## src/rtl/seq11011_gen.sv

```systemverilog
// Serial pattern generator: emits PATTERN MSB-first under ready/valid handshake,
// repeated rep_cnt times either as full copies or with the self-overlap prefix skipped.
module seq11011_gen #(
  parameter int                   PATTERN_W = 5,
  parameter logic [PATTERN_W-1:0] PATTERN   = 5'b11011,
  parameter int                   OVL_LEN   = 2
) (
  input  logic       clk,
  input  logic       rst,
  input  logic       start,
  input  logic [3:0] rep_cnt,
  input  logic       overlap,
  input  logic       ready,
  output logic       dout,
  output logic       dout_valid,
  output logic       busy,
  output logic       done
);

  // state | meaning
  // IDLE  | waiting for start, outputs quiet
  // SHIFT | presenting shreg MSB, advancing on each accepted bit
  // DONE  | one-cycle completion pulse, busy still high
  typedef enum logic [1:0] {
    IDLE  = 2'd0,
    SHIFT = 2'd1,
    DONE  = 2'd2
  } state_t;

  localparam int                   IW       = $clog2(PATTERN_W);
  localparam logic [IW-1:0]        IDX_TOP  = IW'(PATTERN_W - 1);
  localparam logic [IW-1:0]        IDX_OVL  = IW'(PATTERN_W - 1 - OVL_LEN);
  localparam logic [PATTERN_W-1:0] PAT_OVL  = PATTERN << OVL_LEN;

  state_t                 state, state_nxt;
  logic [PATTERN_W-1:0]   shreg, shreg_nxt;
  logic [IW-1:0]          idx, idx_nxt;
  logic [3:0]             rep, rep_nxt;
  logic                   ovl, ovl_nxt;
  logic                   dout_nxt, valid_nxt, busy_nxt, done_nxt;

  always_ff @(posedge clk) begin
    if (rst) begin
      state      <= IDLE;
      shreg      <= '0;
      idx        <= '0;
      rep        <= '0;
      ovl        <= 1'b0;
      dout       <= 1'b0;
      dout_valid <= 1'b0;
      busy       <= 1'b0;
      done       <= 1'b0;
    end else begin
      state      <= state_nxt;
      shreg      <= shreg_nxt;
      idx        <= idx_nxt;
      rep        <= rep_nxt;
      ovl        <= ovl_nxt;
      dout       <= dout_nxt;
      dout_valid <= valid_nxt;
      busy       <= busy_nxt;
      done       <= done_nxt;
    end
  end

  always_comb begin
    state_nxt = state;
    shreg_nxt = shreg;
    idx_nxt   = idx;
    rep_nxt   = rep;
    ovl_nxt   = ovl;
    case (state)
      IDLE: begin
        if (start) begin
          state_nxt = SHIFT;
          rep_nxt   = (rep_cnt == 4'd0) ? 4'd1 : rep_cnt;
          ovl_nxt   = overlap;
          shreg_nxt = PATTERN;
          idx_nxt   = IDX_TOP;
        end
      end
      SHIFT: begin
        if (ready) begin
          if (idx == '0) begin
            if (rep <= 4'd1) begin
              state_nxt = DONE;
            end else begin
              rep_nxt = rep - 4'd1;
              // overlapped copies skip the prefix already sent as the previous suffix
              if (ovl) begin
                shreg_nxt = PAT_OVL;
                idx_nxt   = IDX_OVL;
              end else begin
                shreg_nxt = PATTERN;
                idx_nxt   = IDX_TOP;
              end
            end
          end else begin
            shreg_nxt = {shreg[PATTERN_W-2:0], 1'b0};
            idx_nxt   = idx - IW'(1);
          end
        end
      end
      DONE:    state_nxt = IDLE;
      default: state_nxt = IDLE;
    endcase

    // outputs are decoded from the next state so they can be registered
    dout_nxt  = (state_nxt == SHIFT) & shreg_nxt[PATTERN_W-1];
    valid_nxt = (state_nxt == SHIFT);
    busy_nxt  = (state_nxt == SHIFT) || (state_nxt == DONE);
    done_nxt  = (state_nxt == DONE);
  end

endmodule

```

## config.mk

```make
export PLATFORM = sky130hd
export DESIGN_NAME = seq11011_gen
export DESIGN_NICKNAME = d
export VERILOG_FILES = /design/src/rtl/seq11011_gen.sv
export SDC_FILE = /design/constraint.sdc
export NUM_CORES = 1
export LEC_CHECK = 0
export BUFFER_PORTS_ARGS = -buffer_cell sky130_fd_sc_hd__buf_2
export CAP_MARGIN = 10
export CORE_UTILIZATION = 55
export DETAILED_ROUTE_END_ITERATION = 7
export PLACE_DENSITY = 0.87
export SYNTH_ARGS = -nofsm -noshare
export SYNTH_HDL_FRONTEND = slang
export SYNTH_SLANG_ARGS = --single-unit
```

## constraint.sdc

```tcl
create_clock -name clk -period 2.2 [get_ports clk]
set_input_delay 0 -clock clk [delete_from_list [all_inputs] [get_ports clk]]
set_output_delay 0 -clock clk [all_outputs]
set_load 0.01 [all_outputs]
```

== Word-level counts from Yosys, hierarchy flattened ==
Cells that the tools add are included.
Word-level totals
  latch bits: 0
  bits of input ports: 9
  ROM bits: 0
  memory bits (writable): 0
  logic and storage cells: 53
  output and inout port bits: 4
  memories kept: 0
  flip-flop bits (word level): 19
Cells by class
  $mul: 0
  equal/unequal tests: 8
  div/mod/pow operators: 0
  reductions and logical operators: 8
  muxes and demuxes: 23
  add/subtract/negate cells: 2
  bitwise operators: 1
  magnitude comparators: 1
  shift-type cells: 0
Operator list (count)
  $mux W5: 5
  $mux W4: 5
  $mux W3: 5
  $pmux W5 S2: 1
  $mux W2: 4
  $ne A2 B2 Y1 const B: 4
  $pmux W4 S2: 1
  $pmux W3 S2: 1
  $reduce_and A5 Y1: 1
  $eq A2 B1 Y1 const B: 2
  $le A4 B1 Y1 const B: 1
  $logic_not A4 Y1: 1
  $pmux W2 S2: 1
  $reduce_and A4 Y1: 1
  $sub A4 B1 Y4 const B: 1
  $logic_not A3 Y1: 1
  $ne A3 B3 Y1 const B: 1
  $sub A3 B1 Y3 const B: 1
  $eq A2 B2 Y1 const B: 1
  $logic_not A2 Y1: 1
  $reduce_and A2 Y1: 1
  $reduce_bool A2 Y1: 1
  $and A1 B1 Y1: 1
  $logic_or A1 B1 Y1: 1

== Logic depth before layout (Yosys ltp) ==
  word-level depth: 7
  gate-level depth with buffers: 9
  gate-level depth less buffers: 9

== Worst setup path after synthesis ==
OpenSTA, ideal clock, no wires.
  kind: reg2reg
  start point: reg idx[0]
  end point: reg dout
  required time: 2.072 ns
  arrival: 1.701 ns
  buffers on the path: 0
  clock period less this slack: 1.828 ns
  library setup time: 0.128 ns
  slack: 0.372 ns
  cell stages (with the launch flop): 8
  cells stage by stage: dfxtp_1 -> inv_1 -> ha_1 -> nand2b_1 -> or4_4 -> ha_1 -> nor2b_1 -> a21boi_0
Between the ends
  cells in the longest elaborated chain, start to end: 6
  elaborated cells on any way between the ends: 9
  classes of those cells: eq/ne: 1; mux: 6; bitwise: 1; reduce/logical: 1
RTL lines
  start: declaration: RTL line 37  | logic [IW-1:0] idx, idx_nxt;
  start signal: assignment: RTL line 56  | idx <= idx_nxt;
  $logic_not A3 Y1: RTL line 84  | if (idx == '0) begin
  $mux W2: RTL line 84
  $mux W2: RTL line 83  | if (ready) begin
  $pmux W2 S2: RTL line 72  | case (state)
  $eq A2 B1 Y1
  net valid_nxt: RTL line 40  | logic dout_nxt, valid_nxt, busy_nxt, done_nxt;
  $and A1 B1 Y1: RTL line 109  | dout_nxt = (state_nxt == SHIFT) & shreg_nxt[PATTERN_W-1];
  end signal: assignment: RTL line 59  | dout <= dout_nxt;
  end: declaration: RTL line 14  | output logic dout,
The timed path passes the listed nets, and every way through them passes these cells. The select of a mux whose other input is x is not followed.
A chain may end at the register's enable or synchronous reset.

== Worst setup path after layout ==
  start point: reg idx[0]
  end point: reg dout
Between the ends
  cells in the longest elaborated chain, start to end: 6
  elaborated cells on any way between the ends: 9
  classes of those cells: eq/ne: 1; mux: 6; bitwise: 1; reduce/logical: 1
RTL lines
  $logic_not A3 Y1: RTL line 84
  $mux W2: RTL line 84
  $mux W2: RTL line 83
  $pmux W2 S2: RTL line 72
  net state_nxt[0]: RTL line 35  | state_t state, state_nxt;
  $eq A2 B1 Y1
  net valid_nxt: RTL line 40
  $and A1 B1 Y1: RTL line 109
The timed path passes the listed nets, and every way through them passes these cells. The select of a mux whose other input is x is not followed.

==> flow_metrics.env <==
export IMPL_rsz0062_at_grt="false"
export IMPL_cts_sinks=19
export IMPL_async_reset_ff_share_pct=0
export IMPL_cts_buffers=3
export IMPL_synth_most_common_cell="dfxtp_1"
export IMPL_start_util_pct=58.9
export IMPL_p_leak_uw=0.000495
export IMPL_relSlewSlack_pct=70.5
export IMPL_crit_family="simple AND/OR/NAND/NOR gates"
export IMPL_grt_pass1_vias=865
export IMPL_area_growth_pct=12.8
export IMPL_cts_tree="yes"
export IMPL_startpoint_type="flop"
export IMPL_status="finished clean"
export IMPL_worstSetupPathType="flop to flop"
export IMPL_vias_per_cell=5.76
export IMPL_io_pins=13
export IMPL_syn_instance_count=123
export IMPL_htreeDepth=1
export IMPL_synth_edf_count=0
export IMPL_setup_violations=0
export IMPL_rrSetupSlack_ns=0.29
export IMPL_synth_nets=138
export IMPL_cp_arrival_ns=2.12
export IMPL_hold_ws_ns=0.0142
export IMPL_synth_area_leader_cell="dfxtp_1"
export IMPL_ant_nets=0
export IMPL_clock_skew_ns=0.00157
export IMPL_fin_crit_sh_pct=86.8
export IMPL_power_density_nw_per_um2=758
export IMPL_n_fill_cell=147
export IMPL_syn_mean_instance_area_um2=8.36
export IMPL_cts_clk_slew_worst_paths_ns=0.11
export IMPL_core_area_um2=1750
export IMPL_ys_top_cells_by_count="dfxtp_1 (19), nand2_1 (12), inv_1 (9), a21oi_1 (8), nor2_1 (8)"
export IMPL_min_path_type="primary input to flop"
export IMPL_drive_gt1_share_pct=18.7
export IMPL_clk_latency_ns=0.31
export IMPL_path_cells="inv_1 -> ha_1 -> and2b_2 -> nand4_1 -> a21oi_1 -> inv_1 -> ha_1 -> nor2b_1 -> a21boi_0"
export IMPL_synth_area_um2=1030
export IMPL_first_pass_iters=4
export IMPL_power_uw=879
export IMPL_synth_area_leaders="dfxtp_1 (37%), ha_1 (7.3%), nand2_1 (4.4%), a21oi_1 (3.9%), inv_1 (3.3%)"
export IMPL_yosys_warnings=0
export IMPL_post_cts_resized=0
export IMPL_critPathBufInv=2
export IMPL_routed_wl_um=2240
export IMPL_maxCapViolCount=0
export IMPL_die_w_um=45.2
export IMPL_fin_nets=155
export IMPL_dp_slack_ns=0.321
export IMPL_antenna_found_initial=0
export IMPL_fmax_mhz=524
export IMPL_synth_top_area_share_pct=37.0
export IMPL_required_ns=2.41
export IMPL_hpwl_um=1590
export IMPL_grt_max_degree=19
export IMPL_fp_dieH_um=45.2
export IMPL_postCtsSetupBuffers=0
export IMPL_synthFlopType="dfxtp_1"
export IMPL_wire_per_inst_um=13.7
export IMPL_worst_pin_slew_ns=0.443
export IMPL_track_usage_pct=26.3
export IMPL_cts_root_buf="clkbuf_4"
export IMPL_drc_errors=0
export IMPL_grt_pass1_wl_um=3790
export IMPL_cts_path_max_buffers=2
export IMPL_critPathSlowestCell="dfxtp_1"
export IMPL_num_rows=15
export IMPL_die_area_um2=2050
export IMPL_drt_initial_drc_count=29
export IMPL_place_congestion=0.834
export IMPL_diodes=0
export IMPL_ys_seq_area_share_pct=37.0
export IMPL_vias=944
export IMPL_path_max_fanout=5
export IMPL_fin_tns_setup_ns=0
export IMPL_grt_ovfl_total=0
export IMPL_slowest_delay_ns=0.33
export IMPL_end_kind="flop"
export IMPL_fin_crit_ns=1.91
export IMPL_ys_ff_latch=19
export IMPL_setup_slack_ns=0.291
export IMPL_synth_distinct_cells=43
export IMPL_final_max_slew_viol_count=0
export IMPL_peakVddDrop_mv=0.519
export IMPL_hold_viol=0
export IMPL_portBuffers=12
layout make-up:
class / instances / area, um2 / area share, %
sequential: 19 / 380 / 32.8
clock buffer: 3 / 22.5 / 1.94
tap: 25 / 31.3 / 2.70
inverter: 9 / 33.8 / 2.91
clock inverter: 1 / 5.00 / 0.432
timing repair buffer: 15 / 85.1 / 7.34
multi-input combinational: 92 / 602 / 51.9
flip-flops by register name (all words and copies together), names as in the netlist:
register    flops
busy            1
done            1
dout            1
dout_valid      1
idx             3
ovl             1
rep             4
shreg           5
state           2
layer usage:
metal  track usage (%)  vias to the layer above  routed length (um)
met5                 0                        -                   0
met4              12.7                        0                  29
met3              6.00                        3                 115
met2              40.0                       27                1040
met1              35.1                      440                1050
li1                  -                      474                   -
cells by family (layout without fill, tap and decap cells):
kind of cell,count (synthesis),after routing,share of synthesized area (%)
compound gates,35,35,23.5
fa+ha+maj,6,6,7.30
buf+inv,12,28,4.50
flops,19,19,37.0
mux,2,2,1.95
simple gates,49,49,25.8
cells in the final DEF, fill, tap and decap left out, types with 2 or more instances in the layout:
cell / instances
a21oi_1: 8
nand4_1: 4
buf_2: 12
clkbuf_4: 3
nand3_1: 4
nor2b_1: 2
nor2_1: 8
dfxtp_1: 19
inv_1: 9
ha_1: 6
nand2b_1: 3
o21ai_0: 4
a21o_1: 2
nor3_1: 5
buf_4: 2
o31ai_1: 2
o21a_1: 2
a31oi_1: 4
nand2_1: 12
mux2i_1: 2
where the power goes:
part	leakage [uW]	internal (uW)	switching [uW]
Sequential	0.000156	382	28.4
Combinational	0.000321	120	161
Clock	0.0000177	68.2	118
Total	0.000495	570	308
what timing repair did:
| action | 4_1_cts | 5_1_grt |
|---|---|---|
| endpoints found under the setup margin | 0 | 0 |
| endpoints found under the hold margin | 1 | 0 |
| hold buffers | 1 | 0 |
path summary, 6_finish.rpt:
kind | start | end | cells past startpoint
setup / recovery | idx[0] | dout | 9
hold / removal | rep_cnt[1] | rep[1] | 3
setup reg to reg | idx[0] | dout | 9
hold reg to reg | idx[1] | idx[1] | 2
stage by stage:
step                cell area (um2)  util, %  instances
finish                         1160     66.5        164
global route                   1160     66.5        164
CTS                            1160     66.5        164
detailed placement             1120     64.3        159
global placement               1120     64.3        159
floorplan                      1030        -        123
worst reg2reg max path: stages, from the launching register on:
cell and delay [ns]:
dfxtp_1 0.33, inv_1 0.10, ha_1 0.24, and2b_2 0.23, nand4_1 0.09, a21oi_1 0.27
inv_1 0.08, ha_1 0.20, nor2b_1 0.13, a21boi_0 0.13
Note: power is estimated with default switching activity, not from simulation.
